**src/rtl/piso_rr_scheduler_if.sv**
```systemverilog
// Requester handshake and serial-link signals of the round-robin PISO scheduler.
// The producer side takes the master modport and the scheduler takes the slave modport.
interface piso_rr_scheduler_if #(
   parameter int WIDTH = 4,
   parameter int NREQ  = 4
);
   localparam int IDW = $clog2(NREQ);

   logic [NREQ-1:0]       Req_Valid;
   logic [NREQ*WIDTH-1:0] Req_Data;
   logic [NREQ-1:0]       Req_Ready;
   logic                  Serial_Out;
   logic                  Valid_O;
   logic                  Frame_Start;
   logic [IDW-1:0]        Grant_Id;
   logic                  Busy;

   modport master (
      output Req_Valid,
      output Req_Data,
      input  Req_Ready,
      input  Serial_Out,
      input  Valid_O,
      input  Frame_Start,
      input  Grant_Id,
      input  Busy
   );

   modport slave (
      input  Req_Valid,
      input  Req_Data,
      output Req_Ready,
      output Serial_Out,
      output Valid_O,
      output Frame_Start,
      output Grant_Id,
      output Busy
   );
endinterface

```
**src/rtl/piso_rr_scheduler.sv**
```systemverilog
// Round-robin arbiter in front of one shared serializer: grants a requester in IDLE,
// shifts its word out MSB-first in SHIFT, then idles one GAP cycle before re-arbitrating.
module piso_rr_scheduler #(
   parameter int WIDTH = 4,
   parameter int NREQ  = 4
) (
   input logic                Clk,
   input logic                Rst,
   piso_rr_scheduler_if.slave bus
);
   localparam int IDW = $clog2(NREQ);
   localparam int CW  = $clog2(WIDTH);

   localparam logic [CW-1:0]  CNT_TOP = CW'(WIDTH - 1);
   localparam logic [IDW-1:0] ID_LAST = IDW'(NREQ - 1);

   typedef enum logic [1:0] {
      ST_IDLE  = 2'd0,
      ST_SHIFT = 2'd1,
      ST_GAP   = 2'd2
   } state_t;

   state_t           state_q, state_d;
   logic [IDW-1:0]   ptr_q,   ptr_d;
   logic [IDW-1:0]   gid_q,   gid_d;
   logic [WIDTH-1:0] shreg_q, shreg_d;
   logic [CW-1:0]    cnt_q,   cnt_d;

   logic             win_found_s;
   logic [IDW-1:0]   win_idx_s;
   logic [IDW-1:0]   scan_idx_s;
   logic [NREQ-1:0]  ready_s;
   logic [WIDTH-1:0] win_word_s;

   // Rotating-priority scan: first valid requester at or after ptr_q, wrapping at NREQ.
   always_comb begin
      win_found_s = 1'b0;
      win_idx_s   = '0;
      scan_idx_s  = '0;
      for (int k = 0; k < NREQ; k++) begin
         scan_idx_s = IDW'((int'(ptr_q) + k) % NREQ);
         if (!win_found_s && bus.Req_Valid[scan_idx_s]) begin
            win_found_s = 1'b1;
            win_idx_s   = scan_idx_s;
         end else begin
            win_found_s = win_found_s;
            win_idx_s   = win_idx_s;
         end
      end
   end

   // Grant decode and selection of the winning requester's word.
   always_comb begin
      ready_s    = '0;
      win_word_s = WIDTH'(bus.Req_Data >> (int'(win_idx_s) * WIDTH));
      if ((state_q == ST_IDLE) && win_found_s) begin
         ready_s = NREQ'(1'b1) << win_idx_s;
      end else begin
         ready_s = '0;
      end
   end

   // Next-state logic for the IDLE/SHIFT/GAP sequencer and its datapath.
   always_comb begin
      state_d = state_q;
      ptr_d   = ptr_q;
      gid_d   = gid_q;
      shreg_d = shreg_q;
      cnt_d   = cnt_q;
      case (state_q)
         ST_IDLE: begin
            if (win_found_s) begin
               shreg_d = win_word_s;
               gid_d   = win_idx_s;
               cnt_d   = CNT_TOP;
               ptr_d   = (win_idx_s == ID_LAST) ? '0 : (win_idx_s + 1'b1);
               state_d = ST_SHIFT;
            end else begin
               state_d = ST_IDLE;
            end
         end
         ST_SHIFT: begin
            shreg_d = {shreg_q[WIDTH-2:0], 1'b0};
            if (cnt_q == '0) begin
               cnt_d   = '0;
               state_d = ST_GAP;
            end else begin
               cnt_d   = cnt_q - 1'b1;
               state_d = ST_SHIFT;
            end
         end
         ST_GAP: begin
            state_d = ST_IDLE;
         end
         default: begin
            state_d = ST_IDLE;
         end
      endcase
   end

   // State register; reset discards any partially shifted word.
   always_ff @(posedge Clk) begin
      if (Rst) begin
         state_q <= ST_IDLE;
         ptr_q   <= '0;
         gid_q   <= '0;
         shreg_q <= '0;
         cnt_q   <= '0;
      end else begin
         state_q <= state_d;
         ptr_q   <= ptr_d;
         gid_q   <= gid_d;
         shreg_q <= shreg_d;
         cnt_q   <= cnt_d;
      end
   end

   assign bus.Req_Ready   = ready_s;
   assign bus.Serial_Out  = (state_q == ST_SHIFT) & shreg_q[WIDTH-1];
   assign bus.Valid_O     = (state_q == ST_SHIFT);
   assign bus.Frame_Start = (state_q == ST_SHIFT) && (cnt_q == CNT_TOP);
   assign bus.Grant_Id    = gid_q;
   assign bus.Busy        = (state_q != ST_IDLE);
endmodule

```
**src/flat_wrapper.sv**
```systemverilog
// flat-port wrapper written by rule: the top's interface ports become plain ports
module piso_rr_scheduler_flat 
#(
   parameter int WIDTH = 4,
   parameter int NREQ  = 4
)
  (Clk, Rst, bus_Req_Valid, bus_Req_Data, bus_Req_Ready, bus_Serial_Out, bus_Valid_O, bus_Frame_Start, bus_Grant_Id, bus_Busy);
  piso_rr_scheduler_if #(.WIDTH(WIDTH), .NREQ(NREQ)) bus_i ();
  input logic Clk;
  input logic Rst;
  input wire logic [$bits(bus_i.Req_Valid)-1:0] bus_Req_Valid;
  input wire logic [$bits(bus_i.Req_Data)-1:0] bus_Req_Data;
  output wire logic [$bits(bus_i.Req_Ready)-1:0] bus_Req_Ready;
  output wire logic [$bits(bus_i.Serial_Out)-1:0] bus_Serial_Out;
  output wire logic [$bits(bus_i.Valid_O)-1:0] bus_Valid_O;
  output wire logic [$bits(bus_i.Frame_Start)-1:0] bus_Frame_Start;
  output wire logic [$bits(bus_i.Grant_Id)-1:0] bus_Grant_Id;
  output wire logic [$bits(bus_i.Busy)-1:0] bus_Busy;
  assign bus_i.Req_Valid = bus_Req_Valid;
  assign bus_i.Req_Data = bus_Req_Data;
  assign bus_Req_Ready = bus_i.Req_Ready;
  assign bus_Serial_Out = bus_i.Serial_Out;
  assign bus_Valid_O = bus_i.Valid_O;
  assign bus_Frame_Start = bus_i.Frame_Start;
  assign bus_Grant_Id = bus_i.Grant_Id;
  assign bus_Busy = bus_i.Busy;
  piso_rr_scheduler #(.WIDTH(WIDTH), .NREQ(NREQ)) u_core (.Clk(Clk), .Rst(Rst), .bus(bus_i));
endmodule
```
**config.mk**
```make
export PLATFORM = sky130hd
export DESIGN_NAME = piso_rr_scheduler_flat
export DESIGN_NICKNAME = d
export VERILOG_FILES = /design/src/rtl/piso_rr_scheduler_if.sv /design/src/rtl/piso_rr_scheduler.sv /design/src/flat_wrapper.sv
export SDC_FILE = /design/constraint.sdc
export NUM_CORES = 1
export LEC_CHECK = 0
export CORE_MARGIN = 1
export CORE_UTILIZATION = 30
export CTS_CLUSTER_SIZE = 20
export DETAILED_ROUTE_END_ITERATION = 7
export SYNTH_ARGS = -nofsm -noshare
export SYNTH_HDL_FRONTEND = slang
export SYNTH_SLANG_ARGS = --single-unit
```
**constraint.sdc**
```tcl
create_clock -name Clk -period 2.2 [get_ports Clk]
set_input_delay 0.33 -clock Clk [delete_from_list [all_inputs] [get_ports Clk]]
set_output_delay 0.33 -clock Clk [all_outputs]
set_load 0.02 [all_outputs]
```
After elaboration in Yosys (flattened, before gate mapping):

Cells that the tools add are included.
W data, S select, Z words.

* input port bits: 22
* bits in latches: 0
* register bits after elaboration: 12
* memories: 0
* ROM bits: 0
* bits in writable memories: 0
* output and inout bits: 10
* word-level logic and storage cells: 61

* $mul: 0
* order comparisons: 4
* div/mod/pow operators: 0
* $add $sub $neg: 5
* reductions and logical operators: 14
* shift operators: 2
* muxes and demuxes: 26
* equality and inequality tests: 4
* bitwise logic cells: 1

Operators with widths (count)
* $mux W2: 8
* $shr A16 B4 Y4: 1
* $lt A2 B3 Y1 const B: 4
* $mux W1: 9
* $bmux W1 S2: 4
* $mux W4: 2
* $pmux W2 S2: 2
* $pmux W4 S2: 1
* $logic_and A1 B1 Y1: 5
* $add A2 B1 Y2 const B: 2
* $add A2 B2 Y2 const B: 2
* $eq A2 B2 Y1 const B: 2
* $logic_not A2 Y1: 2
* $reduce_and A2 Y1: 2
* $reduce_bool A2 Y1: 2
* $shl A1 B2 Y4 const A: 1
* $logic_not A1 Y1: 3
* $eq A2 B1 Y1 const B: 1
* $ne A2 B1 Y1 const B: 1
* $sub A2 B1 Y2 const B: 1
* $and A1 B1 Y1: 1

Logic depth before layout (Yosys ltp):

Gate-level depths: netlist (run 1).

* depth in word-level cells: 15
* depth in mapped cells: 7
* depth with buffers taken out: 7

Worst setup path before layout (run 1):

No wires, ideal clock.

* path kind: register to output
* start: register u_core.ptr_q[1]
* end: output port bus_Req_Ready[0]
* path slack: 0.433 ns
* data arrival time: 1.437 ns
* cell stages (with the launch flop): 7
* buffers on the path: 0
* required time: 1.870 ns
* cells stage by stage: dfxtp_1 -> mux2i_1 -> o22ai_2 -> nor2_4 -> inv_8 -> ha_1 -> and2_1

* cells in the longest elaborated chain, start to end: 14
* elaborated cells between the ends (all ways): 28
* classes of those cells: add/sub: 3; shift: 1; mux: 17; reduce/logical: 7

Ends and longest elaborated chain
* start, declared: RTL line piso_rr_scheduler.sv:24 `logic [IDW-1:0] ptr_q, ptr_d;`
* start signal, assigned: RTL line piso_rr_scheduler.sv:111 `ptr_q <= ptr_d;`
* branches (longest 11 deep; another with $add A2 B1 Y2)
* $mux W2 *: RTL line piso_rr_scheduler.sv:42 `if (!win_found_s && bus.Req_Valid[scan_idx_s]) begin`
* net u_core.win_idx_s[0]: RTL line piso_rr_scheduler.sv:30 `logic [IDW-1:0] win_idx_s;`
* $shl A1 B2 Y4 *: RTL line piso_rr_scheduler.sv:57 `ready_s = NREQ'(1'b1) << win_idx_s;`
* $mux W4 *: RTL line piso_rr_scheduler.sv:56 `if ((state_q == ST_IDLE) && win_found_s) begin`
* end, declared: RTL line flat_wrapper.sv:13 `output wire logic [$bits(bus_i.Req_Ready)-1:0] bus_Req_Ready;`

Mark *: on every way through the listed nets, which the timed path passes. The select of a mux whose other input is x is not followed.

Worst setup path after layout (run 1):

* start: input port bus_Req_Valid[1]
* end: output port bus_Req_Ready[0]

* cells in the longest elaborated chain, start to end: 14
* elaborated cells between the ends (all ways): 25
* classes of those cells: shift: 1; mux: 17; reduce/logical: 7

Ends and longest elaborated chain
* start, declared: RTL line flat_wrapper.sv:11 `input wire logic [$bits(bus_i.Req_Valid)-1:0] bus_Req_Valid;`
* $bmux W1 S2: RTL line piso_rr_scheduler.sv:42
* $mux W1 (not written as such): RTL line piso_rr_scheduler.sv:42
* $mux W1: RTL line piso_rr_scheduler.sv:42
* $logic_not A1 Y1: RTL line piso_rr_scheduler.sv:42
* $logic_and A1 B1 Y1: RTL line piso_rr_scheduler.sv:42
* $mux W1: RTL line piso_rr_scheduler.sv:42
* $logic_not A1 Y1: RTL line piso_rr_scheduler.sv:42
* $logic_and A1 B1 Y1: RTL line piso_rr_scheduler.sv:42
* $mux W1: RTL line piso_rr_scheduler.sv:42
* $logic_not A1 Y1: RTL line piso_rr_scheduler.sv:42
* $logic_and A1 B1 Y1: RTL line piso_rr_scheduler.sv:42
* $mux W2 or $mux W1 (tied branches): RTL line piso_rr_scheduler.sv:42
* $shl A1 B2 Y4 or $logic_and A1 B1 Y1 (tied branches): RTL line piso_rr_scheduler.sv:57, piso_rr_scheduler.sv:56
* $mux W4 *: RTL line piso_rr_scheduler.sv:56

Mark *: on every way between the ends. The rest lies on a longest branch, timed or not. The select of a mux whose other input is x is not followed.

==> results_dict.tcl, run 1 <==
set metrics [dict create \
    total_leakage_power_nw 0.5649 \
    power.switching_mw 0.3441 \
    netlist_top_cells_count "dfxtp_1 (12), a21oi_1 (9), nand2_1 (9)" \
    diodes 0 \
    tightest_slew_ns 0.4318 \
    core_area_mm2 0.002545 \
    synth_top_area_share_pct 28.74 \
    cts_hold_buf 0 \
    synth_fp_nets 122 \
    clock_skew_ns 0.007203 \
    vias 892 \
    synth_xor_area_share_pct 0 \
    hold_viol 0 \
    reg2reg_slack_ns 0.34 \
    syn_to_final_growth_pct 63.62 \
    synth.distinct_cells 33 \
    synth.cell_area_um2 835.8 \
    pwr-share-comb_pct 52.9 \
    slew_violations 0 \
    antenna_found_initial 0 \
    critPathKind "in2out" \
    cts-htree-levels 1 \
    grt_pass1_vias 893 \
    p_sw_share_pct 36.02 \
    slew_headroom_pct 71.16 \
    synth.most_common_cell "dfxtp_1" \
    clk_pin_slew_ns 0.08 \
    dp_slack_ns -0.4466 \
    syn_area_per_cell_um2 8.706 \
    clock_latency_ns 0.26 \
    timing.hold.ws_ns 0.4622 \
    drive_gt1_share_pct 31.76 \
    synth_top_family_by_area "compound AO/OA/AOI/OAI gates" \
    synth_top_cell_by_area "dfxtp_1" \
    cts_tree "yes" \
    synth-simple-area-share_pct 28.89 \
    rsz0062_at_grt "true" \
    fin_crit_sh_pct 98.12 \
    io_pins 32 \
    power.density_mw_per_mm2 698.5 \
    finalSetupViolCount 0 \
    ant_nets 0 \
    io_buffers 31 \
    drt_wl_total_um 2308 \
    nFillCells 246 \
    cts-root-buf "clkbuf_4" \
    layout_setup_ws_ns 0.04127 \
    cts.sinks 12 \
    fin_crit_ns 2.159 \
    ys_ff_latch 12 \
    cp.required_ns 1.87 \
    rr_endpoint "u_core.shreg_q[2]" \
    hp-start "u_core.bus.Grant_Id[1]" \
    wl_per_cell_um 12.97 \
    ir_worst_vdd_uv 516.1 \
    synthMuxAreaShare_pct 1.198 \
    hold_path.class "reg2reg" \
    grt_max_degree 13 \
    async_flop_share_pct 0 \
    reg2regPathDepth 7 \
    grt_overflow 0 \
    fin_total_pwr_mw 0.9553 \
    viasPerCell 5.011 \
    grt_usage_pct 17.74 \
    whs_endpoint "u_core.bus.Grant_Id[1]" \
    seqPwrFrac_pct 29.4 \
    setup.worst_path.start "bus_Req_Valid[1]" \
    critPathMaxFanout 3 \
    gp_congestion 0.7589 \
    fin_area_mm2 0.001368 \
    start_util_pct 32.84 \
    synthTopCellsByArea "dfxtp_1 (29%), ha_1 (6.0%), a21oi_1 (5.4%)" \
    drv_cap 0 \
    netlist_instances 96 \
    clk_path_buf_depth 2 \
    die_w_um 54.78 \
    max_freq_ghz 0.4632 \
    startpoint_type "input port" \
    dpl_cell_area_mm2 0.001305 \
    ys_seq_area_share_pct 28.74 \
    power.internal_mw 0.6112 \
    dp_cells 171 \
    first_iter_violations 9 \
    cts_made_buffers 3 \
    min_path_cells 2 \
    synth-edff-count 0 \
    drc 0 \
    die_y_um 54.78 \
    cp.arrival_ns 1.83 \
    rows 18 \
    yosysWarnings 0 \
    synth_compound_area_share_pct 29.34 \
    die-area_mm2 0.003001 \
    status "finished clean" \
    synthAdderAreaFrac_pct 5.988 \
    r2r_start "u_core.ptr_q[1]" \
    fin_cells 178 \
    cp-end-kind "output pin" \
    synth-main-ff-cell "dfxtp_1" \
    grt_pass1_wl_um 3884 \
    nets 175 \
    first_pass_iters 4 \
    dp_hpwl_um 1844 \
    p_clk_share_pct 17.7 \
]
-- flip-flops by register name, indices dropped and copies added, names as in the netlist --
signal,flops
u_core.bus.Grant_Id,2
u_core.cnt_q,2
u_core.ptr_q,2
u_core.shreg_q,4
u_core.state_q,2
-- cell families after synthesis --
group	after synthesis
and+or+nand+nor	42
AOI/OAI and AO/OA	29
DFF	12
buffers and inverters	8
adders and majority gates	4
muxes	1
-- metal layers --
| layer | wire [um] | GRT usage (%) | vias to the layer above |
|---|---|---|---|
| met1 | 1143 | 22.73 | 423 |
| met2 | 1083 | 30.92 | 13 |
| li1 | - | - | 456 |
| met4 | 0 | 3.846 | 0 |
| met3 | 82 | 2.500 | 0 |
| met5 | 0 | 0 | - |
-- power groups by stage --
| stage | Combinational [mW] | Clock, mW | Sequential, mW |
|---|---|---|---|
| 2_1_floorplan | 0.264 | 0 | 0.288 |
| 3_3_place_gp | 0.480 | 0 | 0.284 |
| 3_5_place_dp | 0.487 | 0 | 0.285 |
| 4_1_cts | 0.502 | 0.174 | 0.280 |
| 5_1_grt | 0.549 | 0.183 | 0.287 |
| 6_report | 0.505 | 0.169 | 0.281 |
-- metrics by stage --
| stage | util, % | setup TNS, ns |
|---|---|---|
| floorplan | - | 0 |
| detailed placement | 51.28 | -1.876 |
| global route | 53.74 | -0.001834 |
| finish | 53.74 | 0 |
| global placement | 51.28 | -1.626 |
| CTS | 53.39 | 0 |
-- cells in the final DEF, fill, tap and decap left out, types with 2 or more instances in the layout --
cell             instances
clkdlybuf4s50_1         24
ha_1                     4
buf_4                   22
nor4_1                   2
clkbuf_4                 3
inv_2                    2
dfxtp_1                 11
nor3_1                   3
dlygate4sd2_1            2
a211oi_2                 3
a2111oi_2                3
and2_1                   5
or2_1                    2
nor3b_1                  5
or3_1                    3
nand2_1                  9
nand2b_1                 3
a21oi_1                  8
nor2_1                   5
a21oi_2                  2
o21ai_0                  2
a211oi_1                 6
-- cell type report --
cell class / instances / area [um^2] / share of cell area (%)
clock buffers: 4 / 36.28 / 2.653
inverters: 4 / 22.52 / 1.647
multi-input cells: 76 / 558.0 / 40.81
flip-flops and latches: 12 / 241.5 / 17.66
well taps: 30 / 37.54 / 2.745
repair buffers: 52 / 471.7 / 34.49
-- how the worst max path moves through the flow --
stage | end | depth (start not counted)
CTS | bus_Req_Ready[0] | 7
global placement | bus_Req_Ready[0] | 9
global route | bus_Req_Ready[0] | 8
floorplan | bus_Req_Ready[0] | 6
detailed placement | bus_Req_Ready[0] | 9
finish | bus_Req_Ready[0] | 8
-- worst max-delay path, cell delays in order --
cell	delay, ns
clkdlybuf4s50_1	0.49
a21oi_1	0.05
o21a_1	0.20
o22ai_4	0.19
buf_4	0.15
ha_1	0.15
and2_1	0.13
buf_4	0.14
-- what timing repair did --
action                                  4_1_cts  5_1_grt
pin swaps                                     3        1
setup buffers                                 3        0
endpoints found under the setup margin        4        4
gates resized for setup                      22        4
Note: power is estimated with default switching activity, not from simulation.
==> run 2: changes to the inputs <==
--- a/config.mk
+++ b/config.mk
@@ -5,6 +5,7 @@
 export SDC_FILE = /design/constraint.sdc
 export NUM_CORES = 1
 export LEC_CHECK = 0
+export CAP_MARGIN = 15
 export CORE_MARGIN = 1
 export CORE_UTILIZATION = 30
 export CTS_CLUSTER_SIZE = 20
==> results of run 2 <==
Same layout as run 1: the final DEF is identical, and so are final timing and power.
==> run 3: changes to the inputs <==
--- a/config.mk
+++ b/config.mk
@@ -10,6 +10,7 @@
 export CORE_UTILIZATION = 30
 export CTS_CLUSTER_SIZE = 20
 export DETAILED_ROUTE_END_ITERATION = 7
+export SKIP_LAST_GASP = 1
 export SYNTH_ARGS = -nofsm -noshare
 export SYNTH_HDL_FRONTEND = slang
 export SYNTH_SLANG_ARGS = --single-unit
==> run 3 against run 2 <==
Against the previous run:
- hold slack barely moved
- non-clock buffer count did not move
- die area did not move
- wire length rose by 0.82%
- via count did not move
- design area rose by 0.27%
- critical endpoint unchanged
==> results_dict.tcl, run 3 (synthesized netlist as in run 1, its figures left out) <==
set metrics [dict create \
    status "finished clean" \
    clock_skew_ns 0.006719 \
    cts_made_buffers 3 \
    dp_hpwl_um 1844 \
    core_area_mm2 0.002545 \
    fin_cells 178 \
    cts.sinks 12 \
    wl_per_cell_um 13.07 \
    die_w_um 54.78 \
    tightest_slew_ns 0.4321 \
    clk_path_buf_depth 2 \
    max_freq_ghz 0.4631 \
    path_delay_family "buffers and inverters" \
    cp_cell_sequence "clkdlybuf4s50_1 -> a21oi_1 -> o21a_1 -> o22ai_4 -> buf_4 -> ha_1 -> and2_1 -> buf_4" \
    hold_path.class "reg2reg" \
    die_y_um 54.78 \
    drv_cap 0 \
    ant_nets 0 \
    rsz0062_at_grt "true" \
    hold_viol 0 \
    crit_slowest_cell "clkdlybuf4s50_1" \
    ir_worst_vdd_uv 516.4 \
    io_buffers 31 \
    fin_crit_sh_pct 98.16 \
    diodes 0 \
    cts_hold_buf 0 \
    vias 892 \
    timing.hold.ws_ns 0.4623 \
    power.density_mw_per_mm2 696.9 \
    drc 0 \
    fin_crit_ns 2.160 \
    io_pins 32 \
    cts-htree-levels 1 \
    cp.required_ns 1.87 \
    regMostFlops "u_core.shreg_q" \
    die-area_mm2 0.003001 \
    grt_usage_pct 17.74 \
    syn_to_final_growth_pct 64.07 \
    cp.arrival_ns 1.83 \
    drt_wl_total_um 2327 \
    grt_overflow 0 \
    dp_cells 171 \
    drive_gt1_share_pct 31.76 \
    first_iter_violations 9 \
    final_util_pct 53.88 \
    slew_headroom_pct 71.14 \
    first_pass_iters 4 \
    start_util_pct 32.84 \
    gp_congestion 0.7589 \
    path_common_cell "buf_4" \
    viasPerCell 5.011 \
    critPathMaxFanout 3 \
    largest_register_ffs 4 \
    rows 18 \
    cp-end-kind "output pin" \
    path_buf_inv 3 \
    slowest_delay_ns 0.49 \
    grt_max_degree 13 \
    total_leakage_power_nw 0.5727 \
    clk_pin_slew_ns 0.08 \
    cts_tree "yes" \
    clock_latency_ns 0.26 \
    nets 175 \
    finalSetupViolCount 0 \
    cts-root-buf "clkbuf_4" \
    final_cell_mix "clkdlybuf4s50_1 (24), buf_4 (22), dfxtp_1 (11), nand2_1 (9), a21oi_1 (8)" \
    critPathKind "in2out" \
    grt_pass1_vias 893 \
    antenna_found_initial 0 \
    layout_commonest_cell "clkdlybuf4s50_1" \
    startpoint_type "input port" \
    slew_violations 0 \
    grt_pass1_wl_um 3884 \
]
run 3: repair_timing:
item,CTS,global route
resized for setup,20,6
pin swaps,3,2
buffers inserted,3,0
endpoints found under the setup margin,4,4
run 3: worst min-delay path, delay by kind of cell, from the launching register on:
kind            cells  cell delay (ns)
compound gates      1             0.05
flops               1             0.32
simple gates        1             0.05
run 3: through the flow:
step	setup TNS (ns)	total power, mW	instance area [um^2]	setup slack, ns
after floorplan	0	0.5523	835.8	0.4332
after global placement	-1.626	0.7637	1305	-0.4106
after detailed placement	-1.876	0.7721	1305	-0.4466
after CTS	-0.01526	0.9553	1356	-0.01526
after global routing	-0.001834	1.018	1371	-0.001834
final	0	0.9556	1371	0.04048
run 3: routing by layer:
| layer | GRT usage, % | vias up | wire length, um |
|---|---|---|---|
| li1 | - | 454 | - |
| met1 | 22.73 | 425 | 1147 |
| met2 | 30.92 | 13 | 1097 |
| met3 | 2.500 | 0 | 82 |
| met4 | 3.846 | 0 | 0 |
| met5 | 0 | - | 0 |
run 3: area by class of cell:
type | instances | area [um^2]
fillers | 244 | 1174
repair buffers | 52 | 475.5
clock buffers | 4 | 36.28
multi-input cells | 76 | 558.0
inverters | 4 | 22.52
flip-flops and latches | 12 | 241.5
well taps | 30 | 37.54
run 3: worst paths after layout:
path	endpoint	from	cells after the start	slack [ns]
worst min-delay path	u_core.bus.Grant_Id[1]	u_core.bus.Grant_Id[1]	2	0.46
worst max-delay path	bus_Req_Ready[0]	bus_Req_Valid[1]	8	0.04
worst min register to register	u_core.bus.Grant_Id[1]	u_core.bus.Grant_Id[1]	2	0.46
worst max register to register	u_core.shreg_q[2]	u_core.ptr_q[1]	7	0.36
run 3: power breakdown:
group,internal (mW),switching (mW)
sequential,0.256,0.0256
clock,0.100,0.0688
combinational,0.255,0.250
